File: src/rtl/donkey_pkg.sv
`default_nettype none
// ============================================================================
// Module      : donkey_pkg
// Description : Types and widths shared by the Donkey life-tracking logic.
//               - health_state_t : life FSM state encoding (2 bits)
//               - LIVES_W        : width of the lives counter
//               - FRAME_CNT_W    : width of the frame counters
// Revision    : 1.0 - initial release
// ============================================================================
package donkey_pkg;

    localparam int LIVES_W     = 3;
    localparam int FRAME_CNT_W = 8;

    typedef enum logic [1:0] {
        IDLE  = 2'd0,
        ALIVE = 2'd1,
        GRACE = 2'd2,
        DEAD  = 2'd3
    } health_state_t;

endpackage
`default_nettype wire

File: src/rtl/grace_timer.sv
`default_nettype none
// ============================================================================
// Module      : grace_timer
// Description : Frame counter used for the invulnerability window and for the
//               sprite blink half-period. Counts enabled cycles; on the
//               enabled cycle where the count equals `limit` it pulses `done`
//               and wraps to zero.
// Ports       : clk, rst    - clock, synchronous active-high reset
//               clear       - forces the count to zero (wins over en)
//               en          - count this cycle (frame tick while in GRACE)
//               limit       - terminal count (period - 1)
//               done        - high on the enabled cycle that hits limit
// Revision    : 1.0 - initial release
// ============================================================================
module grace_timer
    import donkey_pkg::*;
(
    input  logic                   clk,
    input  logic                   rst,
    input  logic                   clear,
    input  logic                   en,
    input  logic [FRAME_CNT_W-1:0] limit,
    output logic                   done
);

    logic [FRAME_CNT_W-1:0] r_count;

    // Combinational so the owner can act on the same edge the limit is reached.
    assign done = en && (r_count == limit);

    always_ff @(posedge clk) begin
        if (rst || clear) begin
            r_count <= '0;
        end else if (done) begin
            r_count <= '0;
        end else if (en) begin
            r_count <= r_count + FRAME_CNT_W'(1);
        end
    end

endmodule
`default_nettype wire

File: src/rtl/donkey_health.sv
`default_nettype none
// ============================================================================
// Module      : donkey_health
// Description : Tracks Donkey's remaining lives downstream of the shield
//               stage. Every hit (absorbed or not) starts a frame-counted
//               invulnerability window during which the sprite blinks.
// Ports       : clk, rst      - clock, synchronous active-high reset
//               game_en       - game running; low returns to IDLE
//               frame_tick    - one-cycle pulse per video frame
//               hit[9:0]      - per-barrel collision levels
//               is_shielded   - shield flag (same-cycle value governs)
//               lives[2:0]    - remaining lives
//               invulnerable  - high while in GRACE
//               blink         - sprite blink phase, 0 outside GRACE
//               life_lost     - one-cycle pulse on each deducted life
//               game_over     - high in DEAD
// Revision    : 1.0 - initial release
// ============================================================================
module donkey_health
    import donkey_pkg::*;
#(
    parameter int MAX_LIVES    = 3,
    parameter int GRACE_FRAMES = 120,
    parameter int BLINK_FRAMES = 8
) (
    input  logic               clk,
    input  logic               rst,
    input  logic               game_en,
    input  logic               frame_tick,
    input  logic [9:0]         hit,
    input  logic               is_shielded,
    output logic [LIVES_W-1:0] lives,
    output logic               invulnerable,
    output logic               blink,
    output logic               life_lost,
    output logic               game_over
);

    localparam logic [LIVES_W-1:0]     c_MAX_LIVES   = LIVES_W'(MAX_LIVES);
    localparam logic [FRAME_CNT_W-1:0] c_GRACE_LIMIT = FRAME_CNT_W'(GRACE_FRAMES - 1);
    localparam logic [FRAME_CNT_W-1:0] c_BLINK_LIMIT = FRAME_CNT_W'(BLINK_FRAMES - 1);

    health_state_t        r_state;
    health_state_t        w_next_state;
    logic [LIVES_W-1:0]   r_lives;
    logic [LIVES_W-1:0]   w_lives_nxt;
    logic                 r_blink;
    logic                 w_blink_nxt;
    logic                 r_life_lost;
    logic                 w_life_lost_nxt;
    logic                 r_invulnerable;
    logic                 r_game_over;

    logic                 w_tmr_en;
    logic                 w_tmr_clear;
    logic                 w_grace_done;
    logic                 w_blink_done;

    // Ticks are only counted once GRACE is the current state, so a tick that
    // coincides with the entering edge is not part of the window.
    assign w_tmr_en    = frame_tick && (r_state == GRACE);
    // Hold both counters at zero outside GRACE and wipe them on any exit
    // (expiry or game_en drop), so every window starts fresh.
    assign w_tmr_clear = (r_state != GRACE) || (w_next_state != GRACE);

    grace_timer u_grace_timer (
        .clk   (clk),
        .rst   (rst),
        .clear (w_tmr_clear),
        .en    (w_tmr_en),
        .limit (c_GRACE_LIMIT),
        .done  (w_grace_done)
    );

    grace_timer u_blink_timer (
        .clk   (clk),
        .rst   (rst),
        .clear (w_tmr_clear),
        .en    (w_tmr_en),
        .limit (c_BLINK_LIMIT),
        .done  (w_blink_done)
    );

    always_ff @(posedge clk) begin
        if (rst) begin
            r_state        <= IDLE;
            r_lives        <= c_MAX_LIVES;
            r_blink        <= 1'b0;
            r_life_lost    <= 1'b0;
            r_invulnerable <= 1'b0;
            r_game_over    <= 1'b0;
        end else begin
            r_state        <= w_next_state;
            r_lives        <= w_lives_nxt;
            r_blink        <= w_blink_nxt;
            r_life_lost    <= w_life_lost_nxt;
            r_invulnerable <= (w_next_state == GRACE);
            r_game_over    <= (w_next_state == DEAD);
        end
    end

    always_comb begin
        w_next_state    = r_state;
        w_lives_nxt     = r_lives;
        w_blink_nxt     = r_blink;
        w_life_lost_nxt = 1'b0;

        if (!game_en) begin
            // Leaving the game outranks any collision in the same cycle.
            w_next_state = IDLE;
            w_lives_nxt  = c_MAX_LIVES;
            w_blink_nxt  = 1'b0;
        end else begin
            case (r_state)
                IDLE: begin
                    w_next_state = ALIVE;
                end
                ALIVE: begin
                    if (hit != '0) begin
                        if (is_shielded) begin
                            w_next_state = GRACE;
                        end else begin
                            w_life_lost_nxt = 1'b1;
                            if (r_lives <= LIVES_W'(1)) begin
                                w_lives_nxt  = '0;
                                w_next_state = DEAD;
                            end else begin
                                w_lives_nxt  = r_lives - LIVES_W'(1);
                                w_next_state = GRACE;
                            end
                        end
                    end
                end
                GRACE: begin
                    if (w_grace_done) begin
                        w_next_state = ALIVE;
                        w_blink_nxt  = 1'b0;
                    end else if (w_blink_done) begin
                        w_blink_nxt = ~r_blink;
                    end
                end
                DEAD: begin
                    w_lives_nxt = '0;
                end
                default: begin
                    w_next_state = IDLE;
                end
            endcase
        end
    end

    assign lives        = r_lives;
    assign invulnerable = r_invulnerable;
    assign blink        = r_blink;
    assign life_lost    = r_life_lost;
    assign game_over    = r_game_over;

endmodule
`default_nettype wire

File: config.mk
export PLATFORM = sky130hd
export DESIGN_NAME = donkey_health
export DESIGN_NICKNAME = d
export VERILOG_FILES = /design/src/rtl/donkey_pkg.sv /design/src/rtl/grace_timer.sv /design/src/rtl/donkey_health.sv
export SDC_FILE = /design/constraint.sdc
export NUM_CORES = 1
export LEC_CHECK = 0
export CAP_MARGIN = 0
export CORE_MARGIN = 3
export CORE_UTILIZATION = 50
export DETAILED_ROUTE_END_ITERATION = 8
export GPL_ROUTABILITY_DRIVEN = 1
export PLACE_DENSITY = 0.77
export RECOVER_POWER = 25
export SETUP_SLACK_MARGIN = 0.1
export SYNTH_ARGS = -nofsm -noshare
export SYNTH_HDL_FRONTEND = slang
export SYNTH_SLANG_ARGS = --single-unit
export TNS_END_PERCENT = 1
File: constraint.sdc
create_clock -name clk -period 2 [get_ports clk]
set_input_delay 0.2 -clock clk [delete_from_list [all_inputs] [get_ports clk]]
set_output_delay 0.2 -clock clk [all_outputs]
set_load 0.02 [all_outputs]
==> impl_metrics.env <==
export IMPL_hold_path_class="flip-flop to flip-flop"
export IMPL_n_antenna_cell=0
export IMPL_synth_top_area_cell="dfxtp_1"
export IMPL_synth_adder_area_share=0.0433
export IMPL_cp_arrival_ns=2.01
export IMPL_antenna_found_initial=0
export IMPL_powerDensity_nw_per_um2=556
export IMPL_ios=22
export IMPL_crit_path_start_kind="flip-flop"
export IMPL_outcome="finished, final reports clean"
export IMPL_cts_setup_buffers=0
export IMPL_gp_congestion=0.748
export IMPL_drive_gt1_frac=0.0629
export IMPL_synth_top_cells_by_count="dfxtp_1, nor2_1, nand2_1"
export IMPL_endpoint_kind="flip-flop"
export IMPL_fmax_ghz=0.561
export IMPL_setup_worst_path_start="u_blink_timer.r_count[3]$_SDFFE_PP0P_"
export IMPL_hp_start="u_grace_timer.r_count[1]$_SDFFE_PP0P_"
export IMPL_syn2layout_area_growth_pct=25.6
export IMPL_slew_headroom=0.680
export IMPL_yosysSeqAreaShare=0.433
export IMPL_cp_max_fo=6
export IMPL_leakage_nw=0.517
export IMPL_cp_required_ns=2.23
export IMPL_cts_resized=0
export IMPL_path_class="flip-flop to flip-flop"
export IMPL_dr_pass1_iters=4
export IMPL_tightestPinTransition_ns=0.475
export IMPL_grt_max_degree=16
export IMPL_finalWirelength_um=2350
export IMPL_nets=179
export IMPL_routed_via_count=1027
export IMPL_numCtsBuffers=3
export IMPL_drt_wirelength_per_cell_um=12.6
export IMPL_rows=16
export IMPL_cts_buffer_depth=2
export IMPL_synthMuxAreaShare=0
export IMPL_clk_latency_ns=0.33
export IMPL_utilization=0.698
export IMPL_cts_root_buf="clkbuf_4"
export IMPL_finalPower_uw=808
export IMPL_post_dp_hpwl_um=1830
export IMPL_post_route_period_util=0.892
export IMPL_synthDistinctLibCells=32
export IMPL_port_buffers=21
export IMPL_viasPerCell=5.52
export IMPL_finalHoldViolations=0
export IMPL_track_usage=0.186
export IMPL_drcViolationCount=0
export IMPL_ys_top_cells_by_area="dfxtp_1, xnor2_1, nor2_1, xor2_1, ha_1"
export IMPL_dieArea_um2=2930
export IMPL_synthSimpleGateAreaFrac=0.301
export IMPL_synth_edf_count=0
export IMPL_gr_total_overflow=0
export IMPL_worst_slack_ns=0.216
export IMPL_maxSlewViolCount=0
export IMPL_synth_compound_area_frac=0.0898
export IMPL_maxCapViolCount=0
export IMPL_syn_area_um2=1160
export IMPL_synth_top_area_frac=0.433
export IMPL_final_min_clock_period_ns=1.78
export IMPL_tritoncts="built"
export IMPL_die_w_um=54.1
export IMPL_synth_xor_area_share=0.114
export IMPL_finalSetupTns_ns=0
export IMPL_clk_pin_slew_ns=0.15
export IMPL_synth_nets=151
export IMPL_setup_viol=0
export IMPL_h_tree_depth=1
export IMPL_r2r_start="u_blink_timer.r_count[3]$_SDFFE_PP0P_"
export IMPL_grt_pass1_wl_um=4020
export IMPL_cts_sinks=25
export IMPL_fp_coreArea_um2=2080
export IMPL_rsz0062_at_grt="false"
export IMPL_ys_warnings_count=0
export IMPL_ctsHoldBuffers=0
export IMPL_synthCells=132
export IMPL_pre_cts_ws_ns=0.155
export IMPL_dr_first_iter_drc_count=33
export IMPL_ant_nets=0
export IMPL_synth_flop_cell="dfxtp_1"
export IMPL_start_util=0.555
export IMPL_synth_top_family_by_area="simple AND/OR/NAND/NOR gates"
export IMPL_avgSynthCellArea_um2=8.76
export IMPL_die_height_um=54.1
export IMPL_yosysMostFrequentCell="dfxtp_1"
export IMPL_synth_seq_cells=25
export IMPL_ir_drop_mv=0.357
export IMPL_fin_skew_ns=0.0158
export IMPL_grt_pass1_vias=936
export IMPL_async_flop_share=0
export IMPL_fill_cells=177
[metrics by stage]
step / hold WS, ns / instance area, µm² / std cells
floorplan: 0.351 / 1160 / 132
global placement: 0.465 / 1420 / 182
detailed placement: 0.488 / 1420 / 182
CTS: 0.508 / 1450 / 186
global route: 0.537 / 1450 / 186
finish: 0.510 / 1450 / 186
[power breakdown]
group | total (mW) | internal [mW] | leakage, nW | switching [mW]
clock network | 0.235 | 0.0765 | 0.0139 | 0.159
registers | 0.507 | 0.502 | 0.202 | 0.00437
logic | 0.0664 | 0.0393 | 0.301 | 0.0271
total | 0.808 | 0.618 | 0.517 | 0.190
[registers in the layout, summed over array words and instances, names as in the netlist]
register and cells:
invulnerable 1, r_state 2, blink 1, u_blink_timer.r_count 8, lives 3, life_lost 1, u_grace_timer.r_count 8, game_over 1
[layout make-up]
| type | instances | area (µm²) | area share |
|---|---|---|---|
| Sequential cell | 25 | 500 | 0.345 |
| Multi-Input combinational cell | 101 | 633 | 0.436 |
| Tap cell | 27 | 33.8 | 0.0233 |
| Timing Repair Buffer | 25 | 240 | 0.165 |
| Clock buffer | 3 | 22.5 | 0.0155 |
| Inverter | 4 | 15.0 | 0.0103 |
| Clock inverter | 1 | 7.51 | 0.00517 |
[worst paths after layout]
kind | to | slack, ns | cells past startpoint
worst max-delay path | u_blink_timer.r_count[1]$_SDFFE_PP0P_ | 0.22 | 4
worst min-delay path | u_grace_timer.r_count[1]$_SDFFE_PP0P_ | 0.51 | 2
worst max register to register | u_blink_timer.r_count[1]$_SDFFE_PP0P_ | 0.22 | 4
worst min register to register | u_grace_timer.r_count[1]$_SDFFE_PP0P_ | 0.51 | 2
[cell families (layout without fill, tap and decap cells)]
group           count (synthesis)  count (layout)
fa+ha+maj                       4               4
flops                          25              25
buf+inv                         6              33
compound gates                 15              15
xor+xnor                       15              15
simple gates                   67              67
[worst max-delay path, cell delays in order, from the launching register on]
cell     delay, ns
dfxtp_1       0.39
or4_1         0.55
or4_4         0.44
nand3_1       0.22
a21oi_1       0.08
[metal layers]
layer | vias up | global-route usage | wire (µm)
met5 | - | 0 | 0
met2 | 22 | 0.292 | 1080
li1 | 522 | - | -
met3 | 4 | 0.0249 | 91
met1 | 479 | 0.253 | 1150
met4 | 0 | 0.0788 | 27
[layout by cell type (no fill, tap or decap), drive strengths merged, types with 2 or more instances in the layout]
cell type / synthesis / layout
xor2: 6 / 6
clkdlybuf4s50: 0 / 17
ha: 4 / 4
nand4: 4 / 4
o21ai: 3 / 3
and3: 4 / 4
clkbuf: 2 / 3
inv: 4 / 4
nor4: 3 / 3
nor3: 6 / 6
dlygate4sd3: 0 / 4
or4: 2 / 2
xnor2: 9 / 9
nand3: 8 / 8
nand2: 12 / 12
nor2: 18 / 18
buf: 0 / 4
dfxtp: 25 / 25
a21oi: 5 / 5
nand4b: 3 / 3
Power figures use the tool's default switching activity.
